### config.mk
export PLATFORM = sky130hd
export DESIGN_NAME = qdr_init_sequencer
export DESIGN_NICKNAME = d
export VERILOG_FILES = /design/src/rtl/qdr_init_sequencer.sv
export SDC_FILE = /design/constraint.sdc
export NUM_CORES = 1
export LEC_CHECK = 0
export CAP_MARGIN = 5
export CORE_MARGIN = 1.5
export CORE_UTILIZATION = 38
export CTS_BUF_LIST = sky130_fd_sc_hd__clkbuf_8
export DETAILED_ROUTE_END_ITERATION = 7
export GPL_ROUTABILITY_DRIVEN = 0
export PLACE_DENSITY = 0.6
export SKIP_LAST_GASP = 1
export SYNTH_ARGS = -nofsm -noshare
export SYNTH_HDL_FRONTEND = slang
export SYNTH_SLANG_ARGS = --single-unit
### constraint.sdc
create_clock -name clk -period 5 [get_ports clk]
set_clock_uncertainty 0.1 [all_clocks]
set_input_delay 0.75 -clock clk [delete_from_list [all_inputs] [get_ports clk]]
set_output_delay 0.75 -clock clk [all_outputs]
set_load 0.01 [all_outputs]
### src/rtl/qdr_init_sequencer.sv
// QDR SRAM power-up / calibration sequencer.
// Waits for a stable PLL lock, enables the SRAM DLL and lets it settle.
// It then runs PHY calibration with a bounded number of retries and
// reports either a calibrated interface or a sticky failure.
module qdr_init_sequencer #(
    parameter int PLL_STABLE  = 256,
    parameter int DOFF_WAIT   = 2048,
    parameter int CAL_TIMEOUT = 65536,
    parameter int MAX_RETRY   = 3
) (
    input  logic       clk,
    input  logic       reset,
    input  logic       pll_lock,
    input  logic       cal_done,
    input  logic       cal_fail,
    output logic       qdr_doffn,
    output logic       ctrl_reset,
    output logic       cal_start,
    output logic       phy_ready,
    output logic       init_fail,
    output logic [1:0] retry_count
);

    // One counter width covers the longest wait, so no counter can wrap
    // before its state exits.
    localparam int MAX_A   = (PLL_STABLE > DOFF_WAIT) ? PLL_STABLE : DOFF_WAIT;
    localparam int MAX_CNT = (MAX_A > CAL_TIMEOUT) ? MAX_A : CAL_TIMEOUT;
    localparam int CW      = ($clog2(MAX_CNT) < 1) ? 1 : $clog2(MAX_CNT);

    localparam logic [CW-1:0] STABLE_LAST  = CW'(PLL_STABLE - 1);
    localparam logic [CW-1:0] DOFF_LAST    = CW'(DOFF_WAIT - 1);
    localparam logic [CW-1:0] TIMEOUT_LAST = CW'(CAL_TIMEOUT - 1);

    typedef enum logic [2:0] {
        IDLE,
        LOCK_WAIT,
        DOFF,
        CAL,
        CAL_RETRY,
        READY,
        FAIL
    } state_t;

    state_t state;
    state_t next_state;

    logic          lock_meta;
    logic          lock_s;
    logic [CW-1:0] stable_cnt;
    logic [CW-1:0] doff_cnt;
    logic [CW-1:0] timeout_cnt;
    logic          attempt_failed;
    logic          can_retry;

    // A simultaneous done/fail counts as a failure, as does an expired attempt.
    assign attempt_failed = cal_fail | (timeout_cnt == TIMEOUT_LAST);
    assign can_retry      = (int'(retry_count) < MAX_RETRY);

    // Bring the asynchronous PLL lock into the clk domain through two flops.
    always_ff @(posedge clk) begin
        if (reset) begin
            lock_meta <= 1'b0;
            lock_s    <= 1'b0;
        end else begin
            lock_meta <= pll_lock;
            lock_s    <= lock_meta;
        end
    end

    // State register.
    always_ff @(posedge clk) begin
        if (reset) begin
            state <= IDLE;
        end else begin
            state <= next_state;
        end
    end

    // Next-state logic; loss of lock beats everything except the terminal FAIL.
    always_comb begin
        next_state = state;
        case (state)
            IDLE: begin
                if (lock_s) begin
                    next_state = LOCK_WAIT;
                end
            end
            LOCK_WAIT: begin
                if (!lock_s) begin
                    next_state = IDLE;
                end else if (stable_cnt == STABLE_LAST) begin
                    next_state = DOFF;
                end
            end
            DOFF: begin
                if (!lock_s) begin
                    next_state = IDLE;
                end else if (doff_cnt == DOFF_LAST) begin
                    next_state = CAL;
                end
            end
            CAL: begin
                if (!lock_s) begin
                    next_state = IDLE;
                end else if (attempt_failed) begin
                    next_state = can_retry ? CAL_RETRY : FAIL;
                end else if (cal_done) begin
                    next_state = READY;
                end
            end
            CAL_RETRY: begin
                next_state = lock_s ? CAL : IDLE;
            end
            READY: begin
                if (!lock_s) begin
                    next_state = IDLE;
                end
            end
            FAIL: begin
                next_state = FAIL;
            end
            default: begin
                next_state = IDLE;
            end
        endcase
    end

    // Per-state wait counters: run while the state holds, clear on any change.
    always_ff @(posedge clk) begin
        if (reset) begin
            stable_cnt  <= '0;
            doff_cnt    <= '0;
            timeout_cnt <= '0;
        end else begin
            stable_cnt  <= (state == LOCK_WAIT && next_state == LOCK_WAIT) ?
                           stable_cnt + CW'(1) : '0;
            doff_cnt    <= (state == DOFF && next_state == DOFF) ?
                           doff_cnt + CW'(1) : '0;
            timeout_cnt <= (state == CAL && next_state == CAL) ?
                           timeout_cnt + CW'(1) : '0;
        end
    end

    // Retry counter steps as CAL_RETRY is entered and clears whenever we fall back to IDLE.
    always_ff @(posedge clk) begin
        if (reset) begin
            retry_count <= 2'd0;
        end else if (next_state == IDLE) begin
            retry_count <= 2'd0;
        end else if (state == CAL && next_state == CAL_RETRY &&
                     retry_count != 2'd3) begin
            retry_count <= retry_count + 2'd1;
        end
    end

    // Registered outputs decoded from the next state so they align with the state register.
    always_ff @(posedge clk) begin
        if (reset) begin
            qdr_doffn  <= 1'b0;
            ctrl_reset <= 1'b1;
            cal_start  <= 1'b0;
            phy_ready  <= 1'b0;
            init_fail  <= 1'b0;
        end else begin
            qdr_doffn  <= (next_state == DOFF) || (next_state == CAL) ||
                          (next_state == CAL_RETRY) || (next_state == READY);
            ctrl_reset <= !((next_state == CAL) || (next_state == READY));
            cal_start  <= (next_state == CAL) && (state != CAL);
            phy_ready  <= (next_state == READY);
            init_fail  <= (next_state == FAIL);
        end
    end

endmodule

======== Word level (Yosys, flattened, before mapping) ========
Index checks and enable logic that the tools add are counted.
cells by class
  $add $sub $neg .......................... 4
  magnitude comparators ................... 1
  eq/ne operators ......................... 17
  multiplexer cells ....................... 12
  bitwise gates (word level) .............. 4
  reduce and logical (&&, ||, !) cells .... 17
operators with widths
  kind                     count
  $add A16 B1 Y16 const B  3
  $mux W3                  9
  $pmux W3 S7              1
  $eq A3 B3 Y1 const B     6
  $eq A16 B11 Y1 const B   1
  $eq A16 B16 Y1 const B   1
  $eq A16 B8 Y1 const B    1
  $eq A3 B2 Y1 const B     4
  $reduce_or A2 Y1         4
  $eq A3 B1 Y1 const B     2
  $logic_and A1 B1 Y1      6
  $logic_not A3 Y1         2
  $logic_or A1 B1 Y1       4
  $mux W2                  2
  $ne A3 B2 Y1 const B     1
  $not A1 Y1               3
  $add A2 B1 Y2 const B    1
  $lt A2 B2 Y1 const B     1
  $ne A2 B2 Y1 const B     1
  $logic_not A1 Y1         1
  $or A1 B1 Y1             1
word-level totals
  bits in registers ....................... 60
  word-level logic and storage cells ...... 67

======== Logic depth before layout (Yosys ltp) ========
Gate-level depths: netlist (run 1).
  depth in word-level cells ............... 9
  gate-level depth with buffers ........... 9
  gate-level depth less buffers ........... 7

======== Least setup slack after synthesis (run 1) ========
No wires, ideal clock.
  path kind ............................... in2reg
  start point ............................. input cal_done
  end point ............................... register retry_count[0]
  data arrival time ....................... 2244 ps
  setup slack ............................. 2577 ps
  stages .................................. 4
  path buffers ............................ 0
  cells stage by stage .................... or4b_2 o211ai_4 or3b_2 o211ai_1
between the ends
  word-level cells in the longest chain between the ends .. 7
  elaborated cells on any way between the ends .. 9
RTL lines
  what                              line  source
  from (decl)                       14    input logic cal_done,
  $mux W3 *                         107   end else if (cal_done) begin
  $mux W3 *                         105   end else if (attempt_failed) begin
  $mux W3 *                         103   if (!lock_s) begin
  $pmux W3 S7 *                     82    case (state)
  $eq A3 B3 Y1                      150   end else if (state == CAL && next_state == CAL_RETRY &&
  $logic_and A1 B1 Y1 (2 in a row)  150
  to (signal assigned)              152   retry_count <= retry_count + 2'd1;
  to (decl)                         21    output logic [1:0] retry_count
Every way passes the cells marked *; elsewhere a longest branch is shown, timed or not.
A chain may end at the register's enable or synchronous reset.

======== Worst setup path in the final report (run 1) ========
  start point ............................. register doff_cnt[0]
  end point ............................... register stable_cnt[12]
between the ends
  word-level cells in the longest chain between the ends .. 8
RTL lines
  what                               line  source
  from (decl)                        50    logic [CW-1:0] doff_cnt;
  from (signal assigned)             137   doff_cnt <= (state == DOFF && next_state == DOFF) ?
  $eq A16 B11 Y1                     98    end else if (doff_cnt == DOFF_LAST) begin
  $mux W3                            98
  $mux W3                            96    if (!lock_s) begin
  $pmux W3 S7                        82
  $eq A3 B1 Y1                       135   stable_cnt <= (state == LOCK_WAIT && next_state == LOCK_WAIT) ?
  $logic_and A1 B1 Y1                135
  $not A1 Y1 (no source line)        n/a
  $reduce_or A2 Y1 (no source line)  n/a
  to (signal assigned)               135
  to (decl)                          49    logic [CW-1:0] stable_cnt;
No other way between the ends.

==> results.md, run 1 <==
* Status: finished clean
* Worst-margin pin slew at 0.649 ns
* Mean Syn Cell Area at between 8 and 9 um^2
* Most common cell after layout, fill and taps aside: nor2_1
* Root buf cell: clkbuf_8
* Endpoints failing setup at 0
* DR iter-0 viols at 77
* Pwr/cell area at 310 nW/um^2
* Post-route DRC at 0
* Synth top area share at 0.464
* Netlist cell types at 39
* Nets at 316
* F_max at 363 MHz
* Std-Cell Rows at 29
* Area grow syn2layout at 13.9%
* Die H at roughly 85 um
* Synthesis-stage register bit count at 60
* Max stage delay on crit path at 0.77 ns
* Post-synth EDFFs at 0
* Async set or reset register ratio after synthesis at 0
* Final Power at about 910 uW
* Startpoint type of the worst setup path: flip-flop
* LEAKAGE at 0.000992 uW
* Largest net degree at the start of global routing at 17
* Syn Nets at 301
* Worst path slowest cell: or4_1
* Dominant cells by area after synthesis: dfxtp_1 (46%), nor2_1 (10%), xor2_1 (8.8%)
* Final min period at 2.75 ns
* Drt wl/cell at 11.3 um
* Cts bufs inserted at 9
* MaxCap Viol Count at 0
* Slew HR at 0.564
* Hold Violations, Final at 0
* Register area share after synthesis at 0.464
* Post-synthesis cell area at 2590 um^2
* Worst EP required at 5.16 ns
* Wire length of the first global-routing pass at 7680 um
* Slew Limit Fails at 0
* CTS tree: done
* Port Buffer Count at 11
* Initial Util at 0.400
* Layout filler cell count at 625
* Clock Sinks at 60
* DRT Pass-1 Iters at 4
* Worst vdd ir at 0.000120 V
* N_diodes at 0
* Htree depth at 3
* Initial antenna violation count at 0
* Layout cells sized above 1 at 0.0742
* Setup TNS at 0 ns
* GRT Resource Usage Total at 0.133
* Ys flop type: dfxtp_1
* Die Width at ~85 um
* Via Count at 1,919
* I/O pin cnt at 12
* Full die area at 7310 um^2
* Most frequent cells in the layout: nor2_1 (69), dfxtp_1 (60), xor2_1 (26), nand3_1 (20), nand2_1 (18)
* Fin cells at between 300 and 400
* Hold buffers post-CTS at 0
* Worst setup EP type: flip-flop
* Hold WC Path Type: reg -> reg
* Max FO, Critical Path at 16
* Setup Crit Path Kind: reg -> reg
* GRT Residual Overflow at 0
* Ys Warns at 0
* Placed instance count at around 370
* Clk slew on worst S/H paths at 0.07 ns
* Largest buffer count on any clock path at 2
* Leading area contributor after synthesis: dfxtp_1
* Clock Latency Late Sink at 0.33 ns
* Post-DP HPWL at 3010 um
* Routed WL at 4360 um
* Final ANT Viol Nets at 0
* RSZ-0062 raised after global routing: false
* Tcrit/Tclk final at 0.551
* CP Cell Sequence: ha_1 -> nand3_1 -> nor3_1 -> a31o_2 -> a211oi_2 -> or4_1 -> nor2_1
* Arrival time worst endpoint at roughly 2.9 ns
* Vias per std cell at 4.96
* Vias in the first global route at 1,777
* Post-Synthesis Cells at about 290
* Post-CTS setup repair buffer count at 0
* # resized after CTS at 0
* Core area at 6460 um^2
flip-flops by register name (all words and copies together), names as in the netlist, 2 cells and up:
register,cells
stable_cnt,16
doff_cnt,16
timeout_cnt,16
retry_count,2
state,3
layer usage:
layer	wire length, um	global-route usage
met1	2290	0.170
met3	189	0.0549
met2	1830	0.198
met4	54	0.0572
met5	0	0
cells by family (layout without fill, tap and decap cells):
logic type                 count (synthesis)  after routing  synth area share
buffers and inverters                     14             32            0.0242
xor gates and xnor gates                  43             43             0.146
and+or+nand+nor                          157            157             0.299
DFF                                       60             60             0.464
AOI/OAI and AO/OA                         13             13            0.0426
muxes                                      1              1           0.00435
adders and majority gates                  4              4            0.0194
Yosys cell counts, types with 2 or more instances:
cell type and n:
nand2b_1 6, buf_2 2, clkbuf_1 4, nor4b_1 2, xnor2_1 17, and3_1 9, nor2b_1 4, nor4_1 2
inv_1 7, nor3_1 5, nand3_1 20, or3_1 4, a31oi_1 2, dfxtp_1 60, a21oi_1 2, o211ai_1 2
nor2_1 69, nand2_1 18, ha_1 4, xor2_1 26, nand4_1 8, or4_1 2
power by group:
part           internal, uW  total (uW)  switching (uW)
clock network           249         422             172
registers               479         481            1.35
logic                  5.49        11.8            6.27
total                   734         914             180
stage by stage:
stage	util	area (um^2)	hold slack, ns	worst slack [ns]
4_1_cts	0.456	2950	0.328	2.20
3_3_place_gp	0.427	2760	0.317	1.95
6_report	0.456	2950	0.327	2.25
5_1_grt	0.456	2950	0.371	1.99
2_1_floorplan	-	2590	0.314	2.58
3_5_place_dp	0.427	2760	0.320	1.92
area by class of cell:
class                   instances  area, um^2  area share
multi-input cells             218        1320       0.449
inverters                       7        26.3     0.00892
flip-flops and latches         60        1200       0.408
well taps                      77        96.3      0.0327
repair buffers                 11         110      0.0374
clock buffers                  11         151      0.0514
clock inverters                 3        38.8      0.0132
worst max-delay path: cells and delay by family (launching register included):
family / cells / cell delay [ns]
simple gates: 4 / 1.65
compound gates: 2 / 0.35
fa+ha+maj: 1 / 0.22
flops: 1 / 0.37
final timing paths:
| path | from | to | slack (ns) | cells past startpoint |
|---|---|---|---|---|
| worst max register to register | doff_cnt[0] | stable_cnt[12] | 2.25 | 7 |
| worst min register to register | lock_meta | lock_s | 0.33 | 1 |
| worst min-delay path | lock_meta | lock_s | 0.33 | 1 |
| worst max-delay path | doff_cnt[0] | stable_cnt[12] | 2.25 | 7 |
(Power assumes the default switching activity.)
==> run 2: changes to the inputs <==
--- a/config.mk
+++ b/config.mk
@@ -11,7 +11,7 @@
 export CTS_BUF_LIST = sky130_fd_sc_hd__clkbuf_8
 export DETAILED_ROUTE_END_ITERATION = 7
 export GPL_ROUTABILITY_DRIVEN = 0
-export PLACE_DENSITY = 0.6
+export PLACE_DENSITY = 0.62
 export SKIP_LAST_GASP = 1
 export SYNTH_ARGS = -nofsm -noshare
 export SYNTH_HDL_FRONTEND = slang
==> constraint.sdc (replaced) <==
create_clock -name clk -period 2.4 [get_ports clk]
set_clock_uncertainty 0.1 [all_clocks]
set_input_delay 0.36 -clock clk [delete_from_list [all_inputs] [get_ports clk]]
set_output_delay 0.36 -clock clk [all_outputs]
set_load 0.01 [all_outputs]
==> run 2 against run 1 <==
Compared with the run above:
- the flow now finishes with violations (DRC)
- final area rose by 5.1%
- sequential power rose by 110%
- core utilization rose by 2.3 points
- worst setup slack got worse by 2.1 ns
- clock power rose by 120%
- register-to-register slack got worse by 2.1 ns
- via count rose by 3.7%
- global-route usage rose by 0.48 points
- sequential share of layout area fell by 2.0 points
- critical path depth did not move
- non-clock buffer count rose by 13
- total power rose by 110%
- highest routed layer unchanged
==> results.md, run 2 (synthesized netlist as in run 1, its figures left out) <==
* Status: complete, but fails checks (was finished clean)
* Failing checks: DRC
* Initial Util at 0.400 (unchanged)
* Vias per std cell at 4.96 (about the same)
* Worst R2R Start: stable_cnt[12] (was doff_cnt[0])
* Core area at 6460 um^2 (unchanged)
* Nets at 329 (was 316)
* Clock Sinks at 60 (unchanged)
* Arrival time worst endpoint at 2.43 ns (was 2.91 ns)
* Clock Latency Late Sink at 0.34 ns (was 0.33 ns)
* Largest buffer count on any clock path at 2 (unchanged)
* GRT Resource Usage Total at 0.138 (was 0.133)
* CP Cell Sequence: or4_1 -> nor4_4 -> a21oi_1 -> a211oi_2 -> buf_4 -> nor2_1 -> o31a_1 (was ha_1 -> nand3_1 -> nor3_1 -> a31o_2 -> a211oi_2 -> or4_1 -> nor2_1)
* Placed instance count at 386 (was 373)
* Final core occ at 0.480 (was 0.456)
* Worst vdd ir at 0.000261 V (was 0.000120 V)
* Setup Crit Path Kind: reg -> reg (unchanged)
* Routed WL at 4630 um (was 4360 um)
* Hold EP: lock_s (unchanged)
* Port Buffer Count at 11 (unchanged)
* Vias in the first global route at 1,862 (was 1,777)
* I/O pin cnt at 12 (unchanged)
* Cts bufs inserted at 9 (unchanged)
* Worst setup EP type: flip-flop (unchanged)
* Slew Limit Fails at 0 (unchanged)
* DR iter-0 viols at 73 (was 77)
* Hold slack final at 0.335 ns (was 0.327 ns)
* Fin cells at 401 (was 387)
* Post-route DRC at 1 (was 0)
* Worst path slowest cell: or4_1 (unchanged)
* LEAKAGE at 0.00107 uW (was 0.000992 uW)
* Clk slew on worst S/H paths at 0.07 ns (about the same)
* Post-route cell area at 3100 um^2 (was 2950 um^2)
* Initial antenna violation count at 0 (unchanged)
* Layout cells sized above 1 at 0.130 (was 0.0742)
* DRT Pass-1 Iters at 6 (was 4)
* Startpoint type of the worst setup path: flip-flop (unchanged)
* N_diodes at 0 (unchanged)
* WHS Path Cells at 1 (unchanged)
* Delay-heaviest family, CP: simple AND/OR/NAND/NOR gates (unchanged)
* CTS tree: done (unchanged)
* GRT Residual Overflow at 0 (unchanged)
* Placed Area at 2870 um^2 (was 2760 um^2)
* RSZ-0062 raised after global routing: false (unchanged)
* Slew HR at 0.680 (was 0.564)
* F_max at 434 MHz (was 363 MHz)
* Max FO, Critical Path at 5 (was 16)
* R2r setup slk at 0.1 ns (was 2.25 ns)
* Via Count at 1,990 (was 1,919)
* Endpoints failing setup at 0 (unchanged)
* Worst-margin pin slew at 0.479 ns (was 0.649 ns)
* Regs by FF count: doff_cnt: 16 flops, stable_cnt: 16 flops, timeout_cnt: 16 flops (unchanged)
* Wire length of the first global-routing pass at 7980 um (was 7680 um)
* Pwr/cell area at 626 nW/um^2 (was 310 nW/um^2)
* Largest net degree at the start of global routing at 17 (unchanged)
* Crit path buf inv count at 1 (was 0)
* Most common cell after layout, fill and taps aside: nor2_1 (unchanged)
* Root buf cell: clkbuf_8 (unchanged)
* Tcrit/Tclk final at 0.959 (was 0.551)
* Full die area at 7310 um^2 (unchanged)
* Beginning of the worst hold path: lock_meta (unchanged)
* Hold WC Path Type: reg -> reg (unchanged)
* Hold Violations, Final at 0 (unchanged)
* Std-Cell Rows at 29 (unchanged)
* Final min period at 2.30 ns (was 2.75 ns)
* Die H at 85.5 um (unchanged)
* Drt wl/cell at 11.6 um (was 11.3 um)
* Area grow syn2layout at 19.8% (was 13.9%)
* Htree depth at 3 (unchanged)
* Max stage delay on crit path at 0.59 ns (was 0.77 ns)
* Worst EP required at 2.53 ns (was 5.16 ns)
* FF-to-FF End: retry_count[1] (was stable_cnt[12])
* Final ANT Viol Nets at 0 (unchanged)
* Most frequent cells in the layout: nor2_1 (69), dfxtp_1 (59), xor2_1 (26), nand3_1 (20), nand2_1 (18) (was nor2_1 (69), dfxtp_1 (60), xor2_1 (26), nand3_1 (20), nand2_1 (18))
* Post-DP HPWL at 3160 um (was 3010 um)
* R2R cell count at 7 (unchanged)
* Die Width at 85.5 um (unchanged)
* MaxCap Viol Count at 0 (unchanged)
-- run 2: changes by cell type in the layout (fill, tap and decap cells not counted), sizes merged --
cell | before | now
buf | 0 | 13
inv | 8 | 7
clkinv | 1 | 3
-- run 2: layout make-up --
class,count,area (um^2)
repair buffers,24,220
clock buffers,11,151
fillers,628,3360
inverters,7,26.3
well taps,77,96.3
clock inverters,4,48.8
flip-flops and latches,60,1200
multi-input cells,218,1350
-- run 2: worst register-to-register path, delay by kind of cell, from the launching register on --
family,cells,cell delay (ns)
AOI/OAI and AO/OA,3,0.66
buffers and inverters,1,0.18
DFF,1,0.31
and+or+nand+nor,3,0.95
-- run 2: per-layer routing --
layer / track usage / part of all wire / vias up
li1: - / - / 1028
met1: 0.171 / 0.50 / 930
met2: 0.213 / 0.44 / 22
met3: 0.0423 / 0.036 / 10
met4: 0.0792 / 0.024 / 0
met5: 0 / 0 / -
-- run 2: power breakdown --
group	switching, uW	internal [uW]
sequential	2.68	998
clock	381	528
combinational	14.5	15.2
-- run 2: worst max path at each step --
stage,from,endpoint,cells past startpoint
floorplan,timeout_cnt[0],stable_cnt[10],9
global placement,cal_done,retry_count[0],5
detailed placement,cal_done,retry_count[0],5
CTS,stable_cnt[12],retry_count[1],7
global route,stable_cnt[13],retry_count[1],7
finish,stable_cnt[12],retry_count[1],7
-- run 2: repair_timing --
action / CTS / global route
endpoints found under the setup margin: 0 / 17
setup buffers: 0 / 0
resized for setup: 0 / 6
hold buffers: 0 / 0
-- run 2: through the flow --
step                      total power, uW  TNS (ns)  setup WS (ns)
after floorplan                      1040         0         0.0419
after global placement               1050   -0.0136        -0.0136
after detailed placement             1050   -0.0250        -0.0250
after CTS                            1970         0         0.0424
after global routing                 2010         0         0.0260
final                                1940         0         0.0982
